`config.mk`:
```
export PLATFORM = sky130hd
export DESIGN_NAME = dxi_window_gen
export DESIGN_NICKNAME = d
export VERILOG_FILES = /design/src/rtl/dxi_window_gen.sv
export SDC_FILE = /design/constraint.sdc
export NUM_CORES = 1
export LEC_CHECK = 0
export ABC_AREA = 1
export CELL_PAD_IN_SITES_DETAIL_PLACEMENT = 1
export CELL_PAD_IN_SITES_GLOBAL_PLACEMENT = 1
export CORE_AREA = 10 10 166 152
export DETAILED_ROUTE_END_ITERATION = 8
export DIE_AREA = 0 0 176 162
export HOLD_SLACK_MARGIN = 0.08
export PLACE_DENSITY = 0.8
export REMOVE_ABC_BUFFERS = 1
export SLEW_MARGIN = 30
export SYNTH_ARGS = -nofsm -noshare
export SYNTH_HDL_FRONTEND = slang
export SYNTH_SLANG_ARGS = --single-unit
```
`constraint.sdc`:
```
create_clock -name i_clk -period 4.2 [get_ports i_clk]
set_input_delay 0.84 -clock i_clk [delete_from_list [all_inputs] [get_ports i_clk]]
set_output_delay 0.84 -clock i_clk [all_outputs]
set_load 0.05 [all_outputs]
```
`src/rtl/dxi_window_gen.sv`:
```
// dxi_window_gen: streaming 3x3 valid-convolution window generator with two line buffers
module dxi_window_gen #(
   parameter int IMG_WIDTH  = 8,
   parameter int IMG_HEIGHT = 8
) (
   input  logic        i_clk,
   input  logic        i_rstn,
   input  logic        i_dxi_valid,
   input  logic [7:0]  i_dxi_data,
   output logic        o_dxi_ready,
   output logic        o_dxi_out_valid,
   output logic [71:0] o_dxi_out_data,
   input  logic        i_dxi_out_ready,
   output logic        o_dxi_out_last
);
   localparam int CW = $clog2(IMG_WIDTH);
   localparam int RW = $clog2(IMG_HEIGHT);
   logic [CW-1:0] col;
   logic [RW-1:0] row;
   logic [7:0]    lb0 [IMG_WIDTH];
   logic [7:0]    lb1 [IMG_WIDTH];
   logic [71:0]   win;
   logic [71:0]   win_nxt;
   logic          acc;
   logic          col_end;
   logic          row_end;
   logic          emit;
   assign o_dxi_ready = !o_dxi_out_valid || i_dxi_out_ready;
   assign acc         = i_dxi_valid && o_dxi_ready;
   assign col_end     = col == CW'(IMG_WIDTH - 1);
   assign row_end     = row == RW'(IMG_HEIGHT - 1);
   assign emit        = row >= RW'(2) && col >= CW'(2);
   // shift the window one column left; new right column is {lb1, lb0, pixel} from the old buffers
   assign win_nxt = {i_dxi_data, win[71:56], lb0[col], win[47:32], lb1[col], win[23:8]};
   // raster counters and the one-deep output register
   always_ff @(posedge i_clk or negedge i_rstn)
      if (!i_rstn) begin
         col             <= '0;
         row             <= '0;
         o_dxi_out_valid <= 1'b0;
         o_dxi_out_last  <= 1'b0;
         o_dxi_out_data  <= '0;
      end else if (acc) begin
         col             <= col_end ? '0 : col + CW'(1);
         row             <= col_end ? (row_end ? '0 : row + RW'(1)) : row;
         o_dxi_out_valid <= emit;
         o_dxi_out_last  <= emit && col_end && row_end;
         if (emit) o_dxi_out_data <= win_nxt;
      end else if (i_dxi_out_ready) begin
         o_dxi_out_valid <= 1'b0;
      end
   // line buffers and window register hold pixel data only, so they carry no reset
   always_ff @(posedge i_clk)
      if (acc) begin
         lb1[col] <= lb0[col];
         lb0[col] <= i_dxi_data;
         win      <= win_nxt;
      end
endmodule

```
==> impl_metrics.env, run 1 <==
export IMPL_critical_path_class="input port to primary output"
export IMPL_yosys_warnings=0
export IMPL_status="finished clean"
export IMPL_ant_nets=0
export IMPL_min_period_ns=3.10
export IMPL_dr_first_iter_drc_count=587
export IMPL_dieArea_um2=28500
export IMPL_critical_path_top_delay_family="buffers and inverters"
export IMPL_synth_cells=869
export IMPL_powerDensity_nw_per_um2=877
export IMPL_io_buffers=86
export IMPL_yosysTopAreaCell="edfxtp_1"
export IMPL_finalPower_w=0.0105
export IMPL_drt_pass1_iter_count=4
export IMPL_finalSetupTns_ns=0
export IMPL_synth_top_area_share_pct=53.8
export IMPL_wl_um=24600
export IMPL_nets=981
export IMPL_yosysSeqAreaShare_pct=74.2
export IMPL_cts_max_path_buffers=3
export IMPL_setup_ws_ns=1.10
export IMPL_start_util_pct=45.6
export IMPL_critPathMaxStageDelay_ns=0.82
export IMPL_via_per_inst=5.10
export IMPL_setup_viol=0
export IMPL_finalCritPeriodShare_pct=73.7
export IMPL_core_um2=21600
export IMPL_required_ns=3.36
export IMPL_clk_latency_ns=0.53
export IMPL_gp_congestion=0.743
export IMPL_async_flop_share_pct=31.3
export IMPL_ir_worst_vdd_mv=0.427
export IMPL_crit_fanout=3
export IMPL_ff_latch_area_um2=7290
export IMPL_critPathMostFrequentCell="clkdlybuf4s50_1"
export IMPL_cts_tree="done"
export IMPL_path_clk_slew_ns=0.06
export IMPL_max_freq_mhz=323
export IMPL_antenna_cells=0
export IMPL_worstPathArrival_ns=2.26
export IMPL_maxCapViolCount=0
export IMPL_slew_violations=0
export IMPL_cp_end_kind="primary output"
export IMPL_crit_buf_inv=3
export IMPL_critical_path_slowest_cell="clkdlybuf4s50_1"
export IMPL_crit_path_cell_trace="clkdlybuf4s50_1 > inv_1 > nand2_1 > clkdlybuf4s50_1"
export IMPL_stdcell_area_um2=11900
export IMPL_row_count=51
export IMPL_grt_max_degree=74
export IMPL_cts_root_buf="clkbuf_16"
export IMPL_synthTopCellsByCount="nand2_1, edfxtp_1, dfrtp_1, nand4_1, nand3_1"
export IMPL_fp_dieW_um=176
export IMPL_drive_above_1_share_pct=8.25
export IMPL_cts_sinks=256
export IMPL_slew_headroom_pct=46.7
export IMPL_vias=6488
export IMPL_cts_resized=0
export IMPL_ys_types=22
export IMPL_fin_skew_ns=0.0144
export IMPL_rsz0062_at_grt="false"
export IMPL_fillers=2293
export IMPL_multi_input_area_um2=2330
export IMPL_p_leak_nw=5.12
export IMPL_synth_area_leaders="edfxtp_1, dfrtp_1, nand2_1"
export IMPL_die_height_um=162
export IMPL_ios=87
export IMPL_syn_to_final_growth_pct=21.2
export IMPL_avgRoutedWirePerCell_um=19.3
export IMPL_grt_pass1_vias=7157
export IMPL_synth_edf_count=176
export IMPL_netlist_area_um2=9830
export IMPL_numCtsBuffers=26
export IMPL_ys_seq_elements=256
export IMPL_dpl_cell_area_um2=11100
export IMPL_cts_max_level=1
export IMPL_grt_antenna_before_repair=0
export IMPL_place_ws_ns=0.971
export IMPL_hpwlAfterDp_um=14900
export IMPL_yosysMostFrequentCell="nand2_1"
export IMPL_yosys_most_used_dff="edfxtp_1"
export IMPL_grt_usage_pct=17.2
export IMPL_hold_violations=0
export IMPL_grt_pass1_wl_um=39300
export IMPL_tightest_slew_ns=0.799
export IMPL_hold_class="input port to asynchronous set/reset pin"
export IMPL_hold_buffers=0
export IMPL_synth_area_per_cell_um2=11.3
export IMPL_cts_setup_buffers=0
export IMPL_drc_errors=0
export IMPL_critPathLaunchType="input port"
export IMPL_grt_overflow=0
-- where the power goes --
| part | internal (W) | switching [W] |
|---|---|---|
| Clock | 0.00135 | 0.000945 |
| Combinational | 0.00110 | 0.00296 |
| Sequential | 0.00367 | 0.000427 |
-- metrics by stage --
stage	util, %	instances	hold slack (ns)
global route	55.2	1273	0.409
floorplan	-	824	0.427
detailed placement	51.3	1226	0.433
global placement	51.3	1226	0.427
finish	55.2	1273	0.367
CTS	55.2	1273	0.385
-- layout by cell type, fill, tap and decap left out, types with 8 or more instances in the layout --
cell,count
nand4_1,24
nand2_1,469
dfrtp_1,78
clkbuf_16,27
nand3_1,23
buf_4,26
nor2_1,17
clkdlybuf4s50_1,85
edfxtp_1,176
nor4_2,8
-- per-layer routing --
layer | vias to the layer above | GRT usage (%) | share of wire, %
li1 | 3055 | - | -
met2 | 152 | 31.1 | 52
met4 | 0 | 3.93 | 1.6
met3 | 31 | 3.43 | 5.6
met1 | 3250 | 20.7 | 41
met5 | - | 0 | 0
-- cells by family after synthesis --
kind of cell	count (synthesis)	synth area share, %
DFF	256	74.2
adders and majority gates	6	0.764
and+or+nand+nor	544	22.0
AOI/OAI and AO/OA	7	0.395
buffers and inverters	56	2.67
-- layout make-up --
class	instances	share of cell area, %
clock buffers	37	6.24
multi-input cells	557	19.5
flip-flops and latches	256	61.2
well taps	291	3.06
clock inverters	10	0.819
repair buffers	111	8.78
inverters	11	0.368
-- path summary, 6_finish.rpt --
kind	slack, ns	depth (start not counted)	end	start
max in group asynchronous	2.97	2	o_dxi_out_data[64]	i_rstn
hold reg to reg	0.45	2	o_dxi_out_data[26]	win[34]
hold / removal	0.37	1	o_dxi_out_data[45]	i_rstn
setup reg to reg	1.69	10	o_dxi_out_data[46]	col[0]
setup / recovery	1.10	4	o_dxi_ready	i_dxi_out_ready
min in group i_clk	0.45	2	o_dxi_out_data[26]	win[34]
-- flip-flops by register name (all words and copies together) (netlist names) --
signal / flops
col: 3
lb0: 64
lb1: 64
o_dxi_out_data: 72
o_dxi_out_last: 1
o_dxi_out_valid: 1
row: 3
win: 48
No activity file was read; power rests on OpenSTA's default activity.
==> run 2, diff against run 1 <==
clock period = 3.2 ns   (was 4.2 ns; I/O delays follow)
==> impl_metrics.env, run 2 (synthesis gave the netlist of run 1 again) <==
export IMPL_dp_cells=1229
export IMPL_grt_pass1_wl_um=38300
export IMPL_gp_congestion=0.767
export IMPL_dr_first_iter_drc_count=594
export IMPL_wl_um=23600
export IMPL_worstPathArrival_ns=2.08
export IMPL_hold_class="input port to asynchronous set/reset pin"
export IMPL_hpwlAfterDp_um=14100
export IMPL_via_per_inst=5.02
export IMPL_regMostFlops="o_dxi_out_data"
export IMPL_setup_viol=0
export IMPL_powerDensity_nw_per_um2=1130
export IMPL_vias=6406
export IMPL_syn_to_final_growth_pct=21.2
export IMPL_critical_path_class="input port to primary output"
export IMPL_cts_setup_buffers=0
export IMPL_nets=984
export IMPL_holdWs_ns=0.151
export IMPL_finalNonFillerCells=1277
export IMPL_ir_worst_vdd_mv=0.522
export IMPL_grt_max_degree=74
export IMPL_slew_violations=0
export IMPL_max_freq_mhz=368
export IMPL_hold_violations=0
export IMPL_p_leak_nw=5.12
export IMPL_finalCritPeriodShare_pct=84.9
export IMPL_largest_reg_flops=72
export IMPL_final_common_cell="nand2_1"
export IMPL_tightest_slew_ns=0.922
export IMPL_maxCapViolCount=0
export IMPL_ios=87
export IMPL_path_clk_slew_ns=0.06
export IMPL_rsz0062_at_grt="false"
export IMPL_finalPower_w=0.0135
export IMPL_grt_pass1_vias=7110
export IMPL_clk_latency_ns=0.53
export IMPL_drt_pass1_iter_count=5
export IMPL_die_height_um=162
export IMPL_drc_errors=0
export IMPL_critPathLaunchType="input port"
export IMPL_reg_top3="o_dxi_out_data (72), lb0 (64), lb1 (64)"
export IMPL_dpl_cell_area_um2=11100
export IMPL_io_buffers=86
export IMPL_antenna_cells=0
export IMPL_hold_buffers=0
export IMPL_cts_max_path_buffers=3
export IMPL_cts_tree="done"
export IMPL_min_period_ns=2.72
export IMPL_core_um2=21600
export IMPL_stdcell_area_um2=11900
export IMPL_status="finished clean"
export IMPL_fp_dieW_um=176
export IMPL_avgRoutedWirePerCell_um=18.4
export IMPL_crit_fanout=3
export IMPL_grt_usage_pct=16.6
export IMPL_start_util_pct=45.6
export IMPL_row_count=51
export IMPL_grt_overflow=0
export IMPL_required_ns=2.56
export IMPL_cts_sinks=256
export IMPL_cts_resized=0
export IMPL_numCtsBuffers=26
export IMPL_fin_skew_ns=0.0189
export IMPL_drive_above_1_share_pct=8.11
export IMPL_dieArea_um2=28500
export IMPL_ant_nets=0
export IMPL_grt_antenna_before_repair=0
export IMPL_cp_end_kind="primary output"
export IMPL_most_common_layout_cells="nand2_1, edfxtp_1, clkdlybuf4s50_1"
export IMPL_cts_max_level=1
export IMPL_cts_root_buf="clkbuf_16"
export IMPL_slew_headroom_pct=38.5
-- run 2: cell types whose count changed in the layout (fill, tap and decap cells not counted), sizes merged --
cell,previous run,this run
clkbuf,37,43
bufinv,2,0
buf,26,29
clkinv,8,5
-- run 2: critical path, cell delays in order --
cell	delay [ns]
clkdlybuf4s50_1	0.46
inv_1	0.04
nand2_1	0.11
clkdlybuf4s50_1	0.82
-- run 2: final timing paths --
path | start | endpoint | slack [ns] | cells past startpoint
min in group i_clk | win[17] | win[9] | 0.45 | 0
max in group asynchronous | i_rstn | o_dxi_out_data[57] | 2.28 | 2
hold reg to reg | win[17] | win[9] | 0.45 | 0
setup reg to reg | col[1] | o_dxi_out_data[29] | 0.67 | 8
setup / recovery | i_dxi_out_ready | o_dxi_ready | 0.48 | 4
hold / removal | i_rstn | o_dxi_out_data[43] | 0.15 | 1
-- run 2: stage by stage --
stage	setup TNS, ns	setup WS [ns]	utilization [%]
final	0	0.483	55.2
after global placement	0	0.532	51.5
after CTS	0	0.479	55.2
after global routing	0	0.426	55.2
after floorplan	-137.88	-1.12	-
after detailed placement	0	0.481	51.5
-- run 2: cell type report --
| type | count | area [µm²] |
|---|---|---|
| flip-flops and latches | 256 | 7290 |
| inverters | 11 | 43.8 |
| clock buffers | 43 | 786 |
| multi-input cells | 557 | 2330 |
| well taps | 291 | 364 |
| fillers | 2319 | 9660 |
| clock inverters | 5 | 22.5 |
| repair buffers | 114 | 1080 |
-- run 2: power by group --
group          switching (W)  total [W]  leakage [nW]  internal (W)
combinational        0.00391    0.00536          2.08       0.00145
sequential          0.000456    0.00527          2.64       0.00482
clock                0.00121    0.00287         0.397       0.00166
-- run 2: per-layer routing --
metal	share of wire [%]	vias to the layer above	track usage [%]
li1	-	3056	-
met1	43	3198	20.0
met2	51	122	30.0
met3	4.7	30	3.25
met4	1.4	0	4.04
met5	0	-	0
==> variant (config.mk and constraints of run 2) <==
The parameter `IMG_WIDTH` goes from 8 to 4.
--- a/src/rtl/dxi_window_gen.sv
+++ b/src/rtl/dxi_window_gen.sv
@@ -2,3 +2,3 @@
 module dxi_window_gen #(
-   parameter int IMG_WIDTH  = 8,
+   parameter int IMG_WIDTH  = 4,
    parameter int IMG_HEIGHT = 8
Behaviour: same outputs for any inputs over 10 cycles, from zero or initial values and one cycle with i_rstn low; that may be too few to reach the edited logic, so the function may still have changed.
==> variant against run 2 <==
- wire length down 25%
- clock power is 22% lower
- cell count down 17%
- clock skew decreased by 0.010 ns
- area after synthesis fell by 24%
- first-iteration DRC count down 30%
- sequential share of layout area decreased by 3.5 points
- maximum frequency is 0.26% lower
- sequential cell count is 65 lower
- synthesized cell count decreased by 23%
- setup slack got worse by 0.0071 ns
- design area fell by 22%
- total power shrank 19%
==> variant: results (changes against run 2) <==
stage,metric,value,unit,change
status,status,"complete, no violations",,
finish,post-route insts no fill,1055,,-17%
finish,registers with the most flip-flops,"o_dxi_out_data (72), win (48)",,
placement,post-placement cell count,1023,,-17%
timing,worst-margin pin slew,0.6391,ns,-0.2829 ns
clock_network,H-tree depth,4,,+3
power_and_ir_drop,P_leak,4.154,nW,-19%
critical_path,R2R depth,6,,-2
drt,DR vias/cell,4.702,,-6.3%
clock_network,Num CTS Buffers,17,,-35%
synthesis,Post-Syn Area,7457,µm²,-24%
power_and_ir_drop,Switch Pwr,0.004688,W,-16%
synthesis,synth cell count leaders,"nand2_1, edfxtp_1, dfrtp_1, inv_1, nand4_1",,
finish,Nets,770,,-22%
synthesis,number of synthesized flops with an enable pin,112,,-36%
drt,routed length per placed instance,16.77,µm,-9.1%
grt,largest net degree at the start of global routing,105,,+42%
clock_network,CTS Buffer Depth,2,,-1
critical_path,worst r2r dst,o_dxi_out_data[13],,
finish,share of cells above drive strength 1,0.06806,,-0.01307
drt,DR pass1 iterations,4,,-1
critical_path,reg2reg setup slack,0.61,ns,-0.06 ns
grt,vias in the first global route,5422,,-24%
grt,first-pass GRT wire length,29.10,mm,-24%
synthesis,post-synthesis cell count,668,,-23%
placement,routability cong.,0.7166,,-6.5%
synthesis,top post-synthesis cells by area,"edfxtp_1, dfrtp_1, nand2_1, nand4_1, inv_1",,
finish,Filler cells,2380,,+2.6%
drt,first-iteration detailed-routing DRC count,416,,-30%
## variant: changes by cell type after synthesis, moves of 2 or more
cell	run 2	this run
nand2_1	469	257
inv_1	8	73
edfxtp_1	176	112
nand4_1	24	56
nor2_1	17	5
nand3_1	23	32
nor4_1	8	0
buf_2	22	18
clkbuf_1	15	11
a21oi_1	3	0
buf_1	2	0
o21ai_0	2	4
## variant: cells by family (layout without fill, tap and decap cells)
group,after synthesis,count (layout),share of synthesized area
and+or+nand+nor,354,354,0.2049
adders and majority gates,7,7,0.01174
DFF,191,191,0.7161
buffers and inverters,111,207,0.06242
AOI/OAI and AO/OA,5,5,0.004866
## variant: metrics by stage
stage | area [µm²] | setup slack, ns
floorplan | 7273 | -0.8114
global placement | 8636 | 0.4815
detailed placement | 8636 | 0.4721
CTS | 9263 | 0.4647
global route | 9263 | 0.3982
finish | 9263 | 0.4761
## variant: cell type report
cell class / count / share of cell area
Inverter: 75 / 0.03039
Clock inverter: 10 / 0.01283
Clock buffer: 22 / 0.05484
Tap cell: 291 / 0.03931
Sequential cell: 191 / 0.5765
Timing Repair Buffer: 100 / 0.1067
Multi-Input combinational cell: 366 / 0.1794
## variant: how the worst min path moves through the flow
stage | from | endpoint | slack, ns | cells past startpoint
after floorplan | i_rstn | col[0] | 0.34 | 0
after global placement | win[66] | win[58] | 0.43 | 0
after detailed placement | win[46] | win[38] | 0.44 | 0
after CTS | i_rstn | o_dxi_out_data[31] | 0.23 | 1
after global routing | i_rstn | o_dxi_out_data[39] | 0.26 | 1
final | i_rstn | o_dxi_out_data[39] | 0.22 | 1
## variant: power by group through the flow
stage	clock, W	combinational [W]	sequential (W)
5_1_grt	0.00240	0.00505	0.00413
6_report	0.00224	0.00463	0.00403
4_1_cts	0.00229	0.00474	0.00404
3_5_place_dp	0	0.00471	0.00408
3_3_place_gp	0	0.00459	0.00403
2_1_floorplan	0	0.00144	0.00552
## variant: critical path, cell delays in order
cell	delay, ns
clkdlybuf4s50_1	0.45
inv_1	0.07
nand2_1	0.10
clkdlybuf4s50_1	0.82
## variant: routing by layer
layer  vias up  share of wire  track usage
met4         0          0.012      0.04120
met2        78           0.51       0.2210
met3        16          0.044      0.03755
met1      2511           0.44       0.1521
met5         -              0            0
li1       2356              -            -
